[config.mk]
export PLATFORM = sky130hd
export DESIGN_NAME = uart_rx_fifo
export DESIGN_NICKNAME = d
export VERILOG_FILES = /design/src/rtl/uart_pkg.sv /design/src/rtl/sync_fifo.sv /design/src/rtl/uart_rx_fifo.sv
export SDC_FILE = /design/constraint.sdc
export NUM_CORES = 1
export LEC_CHECK = 0
export CORE_MARGIN = 2
export CORE_UTILIZATION = 45
export CTS_CLUSTER_SIZE = 25
export DETAILED_ROUTE_END_ITERATION = 8
export GPL_ROUTABILITY_DRIVEN = 0
export PLACE_DENSITY = 0.58
export SYNTH_ARGS = -nofsm -noshare
export SYNTH_HDL_FRONTEND = slang
export SYNTH_SLANG_ARGS = --single-unit
[constraint.sdc]
create_clock -name clk -period 6.65 [get_ports clk]
set_clock_uncertainty 0.1 [all_clocks]
set_input_delay 0.665 -clock clk [delete_from_list [all_inputs] [get_ports clk]]
set_output_delay 0.665 -clock clk [all_outputs]
set_load 0.02 [all_outputs]
[src/rtl/uart_pkg.sv]
// Shared definitions for the UART receive path.
// Contents:
//   OVERSAMPLE   - samples taken per bit time
//   uart_state_t - receiver FSM states
//   uart_div     - clock divider for the oversample tick, rounded to nearest
package uart_pkg;

    localparam int unsigned OVERSAMPLE = 16;

    typedef enum logic [2:0] {IDLE, START, DATA, STOP, BREAK} uart_state_t;

    // Rounded clk_freq / (baud * OVERSAMPLE).
    function automatic int unsigned uart_div(input int unsigned clk_freq,
                                             input int unsigned baud);
        return (clk_freq + baud * (OVERSAMPLE / 2)) / (baud * OVERSAMPLE);
    endfunction

endpackage

[src/rtl/sync_fifo.sv]
// Single-clock show-ahead FIFO.
// Ports:
//   clk, resetn - clock, asynchronous active-low reset
//   push, din   - write request and data; dropped when full unless popping the same cycle
//   pop         - read request; ignored when empty
//   dout        - head entry, valid while empty=0
//   empty, full - occupancy flags
//   count       - number of entries held
module sync_fifo #(
    parameter int unsigned WIDTH = 8,
    parameter int unsigned DEPTH = 8
) (
    input  logic                           clk,
    input  logic                           resetn,
    input  logic                           push,
    input  logic                           pop,
    input  logic [WIDTH-1:0]               din,
    output logic [WIDTH-1:0]               dout,
    output logic                           empty,
    output logic                           full,
    output logic [$clog2(DEPTH+1)-1:0]     count
);

    localparam int unsigned AW = $clog2(DEPTH);
    localparam int unsigned CW = $clog2(DEPTH + 1);

    logic [WIDTH-1:0] mem_q [DEPTH];
    logic [AW-1:0]    wr_ptr_q;
    logic [AW-1:0]    rd_ptr_q;
    logic [CW-1:0]    count_q;
    logic             do_push;
    logic             do_pop;

    assign empty   = (count_q == '0);
    assign full    = (count_q == CW'(DEPTH));
    assign do_pop  = pop && !empty;
    // A pop in the same cycle frees the slot, so a push into a full FIFO still lands.
    assign do_push = push && (!full || do_pop);
    assign dout    = mem_q[rd_ptr_q];
    assign count   = count_q;

    always_ff @(posedge clk or negedge resetn) begin
        if (!resetn) begin
            for (int i = 0; i < DEPTH; i++) begin
                mem_q[i] <= '0;
            end
        end else if (do_push) begin
            mem_q[wr_ptr_q] <= din;
        end
    end

    always_ff @(posedge clk or negedge resetn) begin
        if (!resetn) begin
            wr_ptr_q <= '0;
            rd_ptr_q <= '0;
            count_q  <= '0;
        end else begin
            if (do_push) begin
                wr_ptr_q <= wr_ptr_q + AW'(1);
            end
            if (do_pop) begin
                rd_ptr_q <= rd_ptr_q + AW'(1);
            end
            case ({do_push, do_pop})
                2'b10:   count_q <= count_q + CW'(1);
                2'b01:   count_q <= count_q - CW'(1);
                default: count_q <= count_q;
            endcase
        end
    end

endmodule

[src/rtl/uart_rx_fifo.sv]
// 8N1 UART receiver with 16x oversampling feeding a show-ahead FIFO.
// Ports:
//   clk, resetn      - system clock, asynchronous active-low reset
//   uart_rxp         - serial input, idle high, asynchronous to clk
//   rd_en            - pop FIFO head (ignored when empty)
//   dout             - FIFO head byte, valid while empty=0
//   empty, full      - FIFO occupancy flags
//   count            - FIFO entries held
//   frame_err        - sticky: stop bit sampled low
//   overrun          - sticky: good byte dropped on a full FIFO
//   err_clr          - clears both sticky flags (a same-cycle new error wins)
module uart_rx_fifo
    import uart_pkg::*;
#(
    parameter int unsigned CLK_FREQ   = 78_750_000,
    parameter int unsigned BAUD       = 115200,
    parameter int unsigned FIFO_DEPTH = 8
) (
    input  logic                               clk,
    input  logic                               resetn,
    input  logic                               uart_rxp,
    input  logic                               rd_en,
    output logic [7:0]                         dout,
    output logic                               empty,
    output logic                               full,
    output logic [$clog2(FIFO_DEPTH+1)-1:0]    count,
    output logic                               frame_err,
    output logic                               overrun,
    input  logic                               err_clr
);

    localparam int unsigned DIV = uart_div(CLK_FREQ, BAUD);
    localparam int unsigned TW  = (DIV > 1) ? $clog2(DIV) : 1;

    logic          sync1_q;
    logic          rxs_q;
    logic [TW-1:0] tick_cnt_q;
    logic          tick;
    logic [3:0]    sc_q;
    logic [2:0]    bit_q;
    logic [7:0]    shift_q;
    uart_state_t   state_q;
    logic          frame_err_q;
    logic          overrun_q;
    logic          stop_sample;
    logic          byte_good;
    logic          frame_bad;
    logic          overrun_set;

    // Two-stage synchronizer; resets to the idle line level.
    always_ff @(posedge clk or negedge resetn) begin
        if (!resetn) begin
            sync1_q <= 1'b1;
            rxs_q   <= 1'b1;
        end else begin
            sync1_q <= uart_rxp;
            rxs_q   <= sync1_q;
        end
    end

    assign tick = (tick_cnt_q == TW'(DIV - 1));

    always_ff @(posedge clk or negedge resetn) begin
        if (!resetn) begin
            state_q    <= IDLE;
            tick_cnt_q <= '0;
            sc_q       <= '0;
            bit_q      <= '0;
            shift_q    <= '0;
        end else begin
            tick_cnt_q <= tick ? '0 : tick_cnt_q + TW'(1);
            if (tick) begin
                sc_q <= sc_q + 4'd1;
            end
            case (state_q)
                IDLE: begin
                    // Restart the bit timing from the falling edge.
                    if (!rxs_q) begin
                        tick_cnt_q <= '0;
                        sc_q       <= '0;
                        state_q    <= START;
                    end
                end
                START: begin
                    if (tick && sc_q == 4'd7) begin
                        if (rxs_q) begin
                            state_q <= IDLE;
                        end else begin
                            sc_q    <= '0;
                            bit_q   <= '0;
                            state_q <= DATA;
                        end
                    end
                end
                DATA: begin
                    if (tick && sc_q == 4'd15) begin
                        shift_q <= {rxs_q, shift_q[7:1]};
                        bit_q   <= bit_q + 3'd1;
                        if (bit_q == 3'd7) begin
                            state_q <= STOP;
                        end
                    end
                end
                STOP: begin
                    if (tick && sc_q == 4'd15) begin
                        state_q <= rxs_q ? IDLE : BREAK;
                    end
                end
                BREAK: begin
                    // Absorb a held-low line so it reports only one frame error.
                    if (rxs_q) begin
                        state_q <= IDLE;
                    end
                end
                default: state_q <= IDLE;
            endcase
        end
    end

    assign stop_sample = (state_q == STOP) && tick && (sc_q == 4'd15);
    assign byte_good   = stop_sample && rxs_q;
    assign frame_bad   = stop_sample && !rxs_q;
    assign overrun_set = byte_good && full && !rd_en;

    always_ff @(posedge clk or negedge resetn) begin
        if (!resetn) begin
            frame_err_q <= 1'b0;
            overrun_q   <= 1'b0;
        end else begin
            frame_err_q <= frame_bad   || (frame_err_q && !err_clr);
            overrun_q   <= overrun_set || (overrun_q && !err_clr);
        end
    end

    assign frame_err = frame_err_q;
    assign overrun   = overrun_q;

    sync_fifo #(
        .WIDTH (8),
        .DEPTH (FIFO_DEPTH)
    ) u_fifo (
        .clk    (clk),
        .resetn (resetn),
        .push   (byte_good),
        .pop    (rd_en),
        .din    (shift_q),
        .dout   (dout),
        .empty  (empty),
        .full   (full),
        .count  (count)
    );

endmodule

==> flow_metrics.env, run 1 <==
export IMPL_run_status="complete, no violations"
export IMPL_postCtsHoldBufs=0
export IMPL_groute_usage_overall=0.176
export IMPL_share_comb_of_total_power=0.148
export IMPL_clock_buffer_count_from_cts=9
export IMPL_grt_start_max_net_pins=57
export IMPL_period_share=0.550
export IMPL_detail_route_wl_per_cell_um=17.8
export IMPL_fmax_mhz=273
export IMPL_r2r_slack_ps=3610
export IMPL_utilization=0.505
export IMPL_hold_path_class="input port to async pin"
export IMPL_worst_pin_slew_ps=1130
export IMPL_synth_xor_xnor_area_share=0.0230
export IMPL_worst_setup_hold_path_clk_slew_ps=90
export IMPL_design_portCount=21
export IMPL_syn_nets=377
export IMPL_drt_first_pass_iters=4
export IMPL_tmin_final_ps=3660
export IMPL_timing_final_setup_violations=0
export IMPL_diodes=0
export IMPL_synth_adder_area_share=0.0294
export IMPL_r2r_start="rxs_q"
export IMPL_io_buffer_count=20
export IMPL_cts_repair_resized=0
export IMPL_power_frac_clock=0.326
export IMPL_yosys_warnings=0
export IMPL_cts_h_tree_depth=3
export IMPL_drt_antenna_violating_nets=0
export IMPL_detail_route_drc_violations=0
export IMPL_grt_pass1_vias=2979
export IMPL_initial_utilization=0.458
export IMPL_chipHeight_um=109
export IMPL_numClockSinks=102
export IMPL_switching_share=0.275
export IMPL_route_vias_total=2795
export IMPL_tritoncts="done"
export IMPL_areaGrowthSynthToFinish_pct=10.2
export IMPL_drv_cap=0
export IMPL_headroom_to_the_max_slew_limit=0.249
export IMPL_ys_seq_elements=102
export IMPL_die_area_um2=11800
export IMPL_path_max_fanout=18
export IMPL_yosys_mux_area_fraction=0.274
export IMPL_unrepaired_setup_endpoints_after_global_routing="no"
export IMPL_clk_insertion_delay_late_ps=360
export IMPL_pins_over_their_slew_limit=0
export IMPL_hold_viol=0
export IMPL_detailed_place_hpwl_um=5850
export IMPL_placeableCoreArea_um2=10800
export IMPL_multi_input_comb_area_um2=2220
export IMPL_combinational_family_with_the_most_area_after_synthesis="multiplexers"
export IMPL_r2r_end="u_fifo.mem_q[56]"
export IMPL_worst_r2r_path_depth=4
export IMPL_ys_dominant_reg_cell="sky130_fd_sc_hd__dfrtp_1"
export IMPL_pwr_density_cell_nw_per_um2=255
export IMPL_wl_um=9190
export IMPL_antenna_found_initial=0
export IMPL_seq_power_share=0.526
export IMPL_post_synth_and_or_nand_nor_area_fraction=0.0985
export IMPL_ys_types=47
export IMPL_power_mw=1.39
export IMPL_first_iter_violations=120
export IMPL_worstSetupEndpointType="output pin"
export IMPL_cp_data_arrival_time_ps=2900
export IMPL_switchingPower_uw=383
export IMPL_worst_setup_path_start_kind="register"
export IMPL_share_of_final_layout_standard_cells_stronger_than_drive_strength_1=0.341
export IMPL_synthArstFlopShare=1.00
export IMPL_crit_path_class="register to output pin"
export IMPL_internal_power_mw=1.01
export IMPL_worstPathRequired_ps=5880
export IMPL_vdd_drop_max_uv=150
export IMPL_synth_area_um2=4940
export IMPL_synthesis_area_per_instance_um2=13.7
export IMPL_fp_dieW_um=109
export IMPL_static_leakage_power_nw=2.54
export IMPL_max_root_sink_buffers=2
export IMPL_synth_edff_count=0
export IMPL_grt_overflow=0
export IMPL_fill_cells=921
export IMPL_finalNetCount=386
export IMPL_via_per_inst=5.43
export IMPL_rows=38
export IMPL_cts_post_setup_buffers_inserted=0
export IMPL_netlist_instances=361
export IMPL_area_used_by_sequential_logic_in_the_layout_um2=2550
export IMPL_grt_first_pass_wirelength_um=15500
export IMPL_ctsRootBufferMaster="sky130_fd_sc_hd__clkbuf_8"
export IMPL_share_of_the_yosys_chip_area_belonging_to_registers=0.517
export IMPL_synth_compound_area_share=0.0246
export IMPL_finalSetupTns_ps=0
layout by cell type, fill, tap and decap left out, types with 5 or more instances in the layout:
master                            Yosys  final
sky130_fd_sc_hd__o21ai_0              5      5
sky130_fd_sc_hd__clkbuf_8             0      9
sky130_fd_sc_hd__xnor2_1              9      9
sky130_fd_sc_hd__mux2_2              74     74
sky130_fd_sc_hd__mux2_4               8      8
sky130_fd_sc_hd__mux4_2              16     16
sky130_fd_sc_hd__inv_1               16     16
sky130_fd_sc_hd__clkdlybuf4s50_1      0     19
sky130_fd_sc_hd__dfrtp_1            100    100
sky130_fd_sc_hd__nand2_1             19     19
sky130_fd_sc_hd__nor2_1              13     13
sky130_fd_sc_hd__ha_1                10     10
how the worst max path moves through the flow:
stage | from | endpoint | depth (start not counted) | slack (ps)
3_5_place_dp | u_fifo.rd_ptr_q[0] | dout[7] | 3 | 3310
2_1_floorplan | u_fifo.count[0] | u_fifo.count[3] | 8 | 3470
4_1_cts | u_fifo.rd_ptr_q[0] | dout[5] | 3 | 2890
5_1_grt | u_fifo.rd_ptr_q[0] | dout[5] | 3 | 2770
6_report | u_fifo.rd_ptr_q[0] | dout[5] | 3 | 2990
3_3_place_gp | u_fifo.rd_ptr_q[0] | dout[5] | 3 | 3340
registers in the layout, summed over array words and instances (netlist names):
name,flops
state_q,3
overrun,1
u_fifo.count,4
u_fifo.wr_ptr_q,3
shift_q,8
sc_q,4
u_fifo.mem_q,64
tick_cnt_q,6
u_fifo.rd_ptr_q,3
rxs_q,1
sync1_q,1
bit_q,3
frame_err,1
cells in the mapped netlist, types with 2 or more instances:
cell type / number / area [µm²]
sky130_fd_sc_hd__mux2_2: 74 / 833
sky130_fd_sc_hd__clkbuf_1: 8 / 30.0
sky130_fd_sc_hd__mux4_2: 16 / 360
sky130_fd_sc_hd__a31oi_1: 3 / 18.8
sky130_fd_sc_hd__nor2_1: 13 / 48.8
sky130_fd_sc_hd__dfstp_2: 2 / 52.6
sky130_fd_sc_hd__mux2i_1: 4 / 40.0
sky130_fd_sc_hd__mux2_4: 8 / 120
sky130_fd_sc_hd__ha_1: 10 / 125
sky130_fd_sc_hd__nor4b_1: 2 / 17.5
sky130_fd_sc_hd__o21ai_0: 5 / 25.0
sky130_fd_sc_hd__inv_1: 16 / 60.1
sky130_fd_sc_hd__xnor2_1: 9 / 78.8
sky130_fd_sc_hd__nand3_1: 4 / 20.0
sky130_fd_sc_hd__nor3_1: 4 / 20.0
sky130_fd_sc_hd__buf_6: 2 / 22.5
sky130_fd_sc_hd__o22ai_1: 2 / 12.5
sky130_fd_sc_hd__nor4_4: 3 / 63.8
sky130_fd_sc_hd__nand4_1: 2 / 12.5
sky130_fd_sc_hd__buf_2: 3 / 15.0
sky130_fd_sc_hd__nand2b_1: 4 / 25.0
sky130_fd_sc_hd__or2_2: 2 / 12.5
sky130_fd_sc_hd__dfrtp_1: 100 / 2500
sky130_fd_sc_hd__nand4b_1: 2 / 17.5
sky130_fd_sc_hd__buf_1: 10 / 37.5
sky130_fd_sc_hd__nor4_1: 4 / 25.0
sky130_fd_sc_hd__or4_1: 3 / 22.5
sky130_fd_sc_hd__nand2_1: 19 / 71.3
sky130_fd_sc_hd__nand4_2: 3 / 37.5
sky130_fd_sc_hd__xor2_1: 4 / 35.0
sky130_fd_sc_hd__a21oi_1: 4 / 20.0
cells by family (layout without fill, tap and decap cells):
family,Yosys count,after routing
muxes,102,102
DFF,102,102
and+or+nand+nor,75,75
buffers and inverters,39,53
AOI/OAI and AO/OA,19,19
xor gates and xnor gates,13,13
adders and majority gates,11,11
power by group through the flow:
stage / logic, mW / registers, mW / clock network (mW)
floorplan: 0.180 / 0.689 / 0
CTS: 0.209 / 0.735 / 0.466
global route: 0.228 / 0.744 / 0.489
finish: 0.206 / 0.731 / 0.453
global placement: 0.205 / 0.745 / 0
detailed placement: 0.209 / 0.747 / 0
worst max-delay path: stages (launching register included):
cell and delay, ps:
sky130_fd_sc_hd__dfrtp_1 1100, sky130_fd_sc_hd__mux4_2 610, sky130_fd_sc_hd__mux2_2 290, sky130_fd_sc_hd__clkdlybuf4s50_1 540
per-layer routing:
| layer | track usage | up-vias | share of wire |
|---|---|---|---|
| li1 | - | 1316 | - |
| met1 | 0.232 | 1436 | 0.48 |
| met2 | 0.292 | 34 | 0.49 |
| met3 | 0.0466 | 9 | 0.029 |
| met4 | 0.0449 | 0 | 0.0087 |
| met5 | 0 | - | 0 |
final cells by class:
cell class,count,share of cell area
clock inverter,4,0.0175
timing repair buffer,21,0.0377
multi-input combinational,220,0.408
sequential,102,0.469
inverter,16,0.0110
tap,140,0.0322
clock buffer,12,0.0248
through the flow:
stage | hold WS (ps) | instance area (µm²) | setup WS, ps | cells
3_3_place_gp | 246 | 5220 | 3340 | 499
5_1_grt | 227 | 5450 | 2770 | 515
3_5_place_dp | 247 | 5220 | 3310 | 499
4_1_cts | 209 | 5450 | 2890 | 515
6_report | 199 | 5450 | 2990 | 515
2_1_floorplan | 245 | 4940 | 3470 | 361
Power figures use the tool's default switching activity.
==> run 2, diff against run 1 <==
- clock period: 6.65 -> 3.8 ns (I/O delays scaled with it)
==> flow_metrics.env, run 2 (synthesis results as in run 1) <==
export IMPL_run_status="complete, no violations"
export IMPL_drt_antenna_violating_nets=0
export IMPL_grt_pass1_vias=2885
export IMPL_diodes=0
export IMPL_cts_post_setup_buffers_inserted=0
export IMPL_detail_route_drc_violations=0
export IMPL_number_of_buffers_and_inverters_on_the_critical_path=0
export IMPL_grt_start_max_net_pins=83
export IMPL_worst_setup_path_start_kind="register"
export IMPL_cp_data_arrival_time_ps=3180
export IMPL_drt_first_pass_iters=4
export IMPL_via_per_inst=5.48
export IMPL_static_leakage_power_nw=2.55
export IMPL_r2r_start="u_fifo.count[0]"
export IMPL_io_buffer_count=20
export IMPL_post_place_cells=502
export IMPL_finish_instance_area_um2=5450
export IMPL_finalNetCount=389
export IMPL_largest_register="u_fifo.mem_q"
export IMPL_worst_r2r_path_depth=8
export IMPL_headroom_to_the_max_slew_limit=0.301
export IMPL_detail_route_wl_per_cell_um=17.8
export IMPL_cts_h_tree_depth=3
export IMPL_fmax_mhz=332
export IMPL_leading_cell_type_in_the_layout_fill_and_taps_excluded="sky130_fd_sc_hd__dfrtp_1"
export IMPL_pins_over_their_slew_limit=0
export IMPL_layoutNonFillerInstCount=518
export IMPL_period_share=0.793
export IMPL_worstSetupEndpointType="register"
export IMPL_tritoncts="done"
export IMPL_share_of_final_layout_standard_cells_stronger_than_drive_strength_1=0.349
export IMPL_final_cell_mix="sky130_fd_sc_hd__dfrtp_1 (100), sky130_fd_sc_hd__mux2_2 (74), sky130_fd_sc_hd__nand2_1 (19), sky130_fd_sc_hd__clkdlybuf4s50_1 (19)"
export IMPL_wl_um=9230
export IMPL_groute_usage_overall=0.178
export IMPL_path_delay_family="simple AND/OR/NAND/NOR gates"
export IMPL_slowest_stage="sky130_fd_sc_hd__nor4b_1"
export IMPL_pwr_density_cell_nw_per_um2=440
export IMPL_postCtsHoldBufs=0
export IMPL_max_root_sink_buffers=2
export IMPL_route_vias_total=2840
export IMPL_worst_pin_slew_ps=1050
export IMPL_drv_cap=0
export IMPL_hold_viol=0
export IMPL_unrepaired_setup_endpoints_after_global_routing="no"
export IMPL_cp_startpoint="u_fifo.count[0]"
export IMPL_chipHeight_um=109
export IMPL_tmin_final_ps=3010
export IMPL_crit_path_class="register to register"
export IMPL_holdWs_ps=80.0
export IMPL_antenna_found_initial=0
export IMPL_design_portCount=21
export IMPL_utilization=0.505
export IMPL_finalSetupTns_ps=0
export IMPL_vdd_drop_max_uv=226
export IMPL_path_depth=8
export IMPL_placeableCoreArea_um2=10800
export IMPL_placed_cell_area_um2=5240
export IMPL_initial_utilization=0.458
export IMPL_areaGrowthSynthToFinish_pct=10.4
export IMPL_fp_dieW_um=109
export IMPL_clk_insertion_delay_late_ps=370
export IMPL_clock_buffer_count_from_cts=9
export IMPL_ctsRootBufferMaster="sky130_fd_sc_hd__clkbuf_8"
export IMPL_grt_overflow=0
export IMPL_numClockSinks=102
export IMPL_cts_repair_resized=0
export IMPL_rows=38
export IMPL_die_area_um2=11800
export IMPL_largestRegisters="u_fifo.mem_q (64), shift_q (8), tick_cnt_q (6)"
export IMPL_timing_critical_path_slowest_cell_delay_ps=680
export IMPL_hold_path_class="input port to async pin"
export IMPL_largest_reg_flops=64
export IMPL_worst_setup_hold_path_clk_slew_ps=90
export IMPL_worstPathRequired_ps=3960
export IMPL_grt_first_pass_wirelength_um=15700
export IMPL_timing_final_setup_violations=0
export IMPL_detailed_place_hpwl_um=6040
export IMPL_path_max_fanout=8
export IMPL_critical_path_cell_chain="nor4b_1 -> nand2_1 -> nand2_1 -> ha_1 -> ha_1 -> a21oi_1 -> o21ai_0 -> o311ai_0"
export IMPL_first_iter_violations=130
[run 2: area by class of cell]
cell class	count	area, µm²
clock inverter	4	70.1
sequential	102	2550
clock buffer	12	145
fill	942	5340
tap	140	175
inverter	16	60.1
timing repair buffer	24	228
multi-input combinational	220	2220
[run 2: per-layer routing]
layer	GRT usage	part of all wire
met3	0.0520	0.030
met5	0	0
met4	0.0495	0.012
met2	0.274	0.47
met1	0.248	0.48
[run 2: power by group]
| group | internal [mW] | total, mW | switching (mW) |
|---|---|---|---|
| clock network | 0.387 | 0.741 | 0.353 |
| logic | 0.213 | 0.453 | 0.240 |
| registers | 1.13 | 1.21 | 0.0839 |
[run 2: worst register-to-register path, delay by kind of cell (launching register included)]
kind                       cells  cell delay, ps
and+or+nand+nor                3            1060
AOI/OAI and AO/OA              3             710
adders and majority gates      2             580
DFF                            1             460
[run 2: per-stage QoR]
| step | power, mW | setup WS, ps |
|---|---|---|
| 2_1_floorplan | 1.52 | 619 |
| 3_3_place_gp | 1.69 | 793 |
| 3_5_place_dp | 1.70 | 816 |
| 4_1_cts | 2.45 | 754 |
| 5_1_grt | 2.55 | 472 |
| 6_report | 2.40 | 785 |
[run 2: path summary, 6_finish.rpt]
path | to | slack (ps)
min | u_fifo.count[0] | 80
max in group asynchronous | u_fifo.mem_q[43] | 2610
min reg2reg | rxs_q | 270
max reg2reg | u_fifo.count[3] | 790
min in group clk | rxs_q | 270
max | u_fifo.count[3] | 790
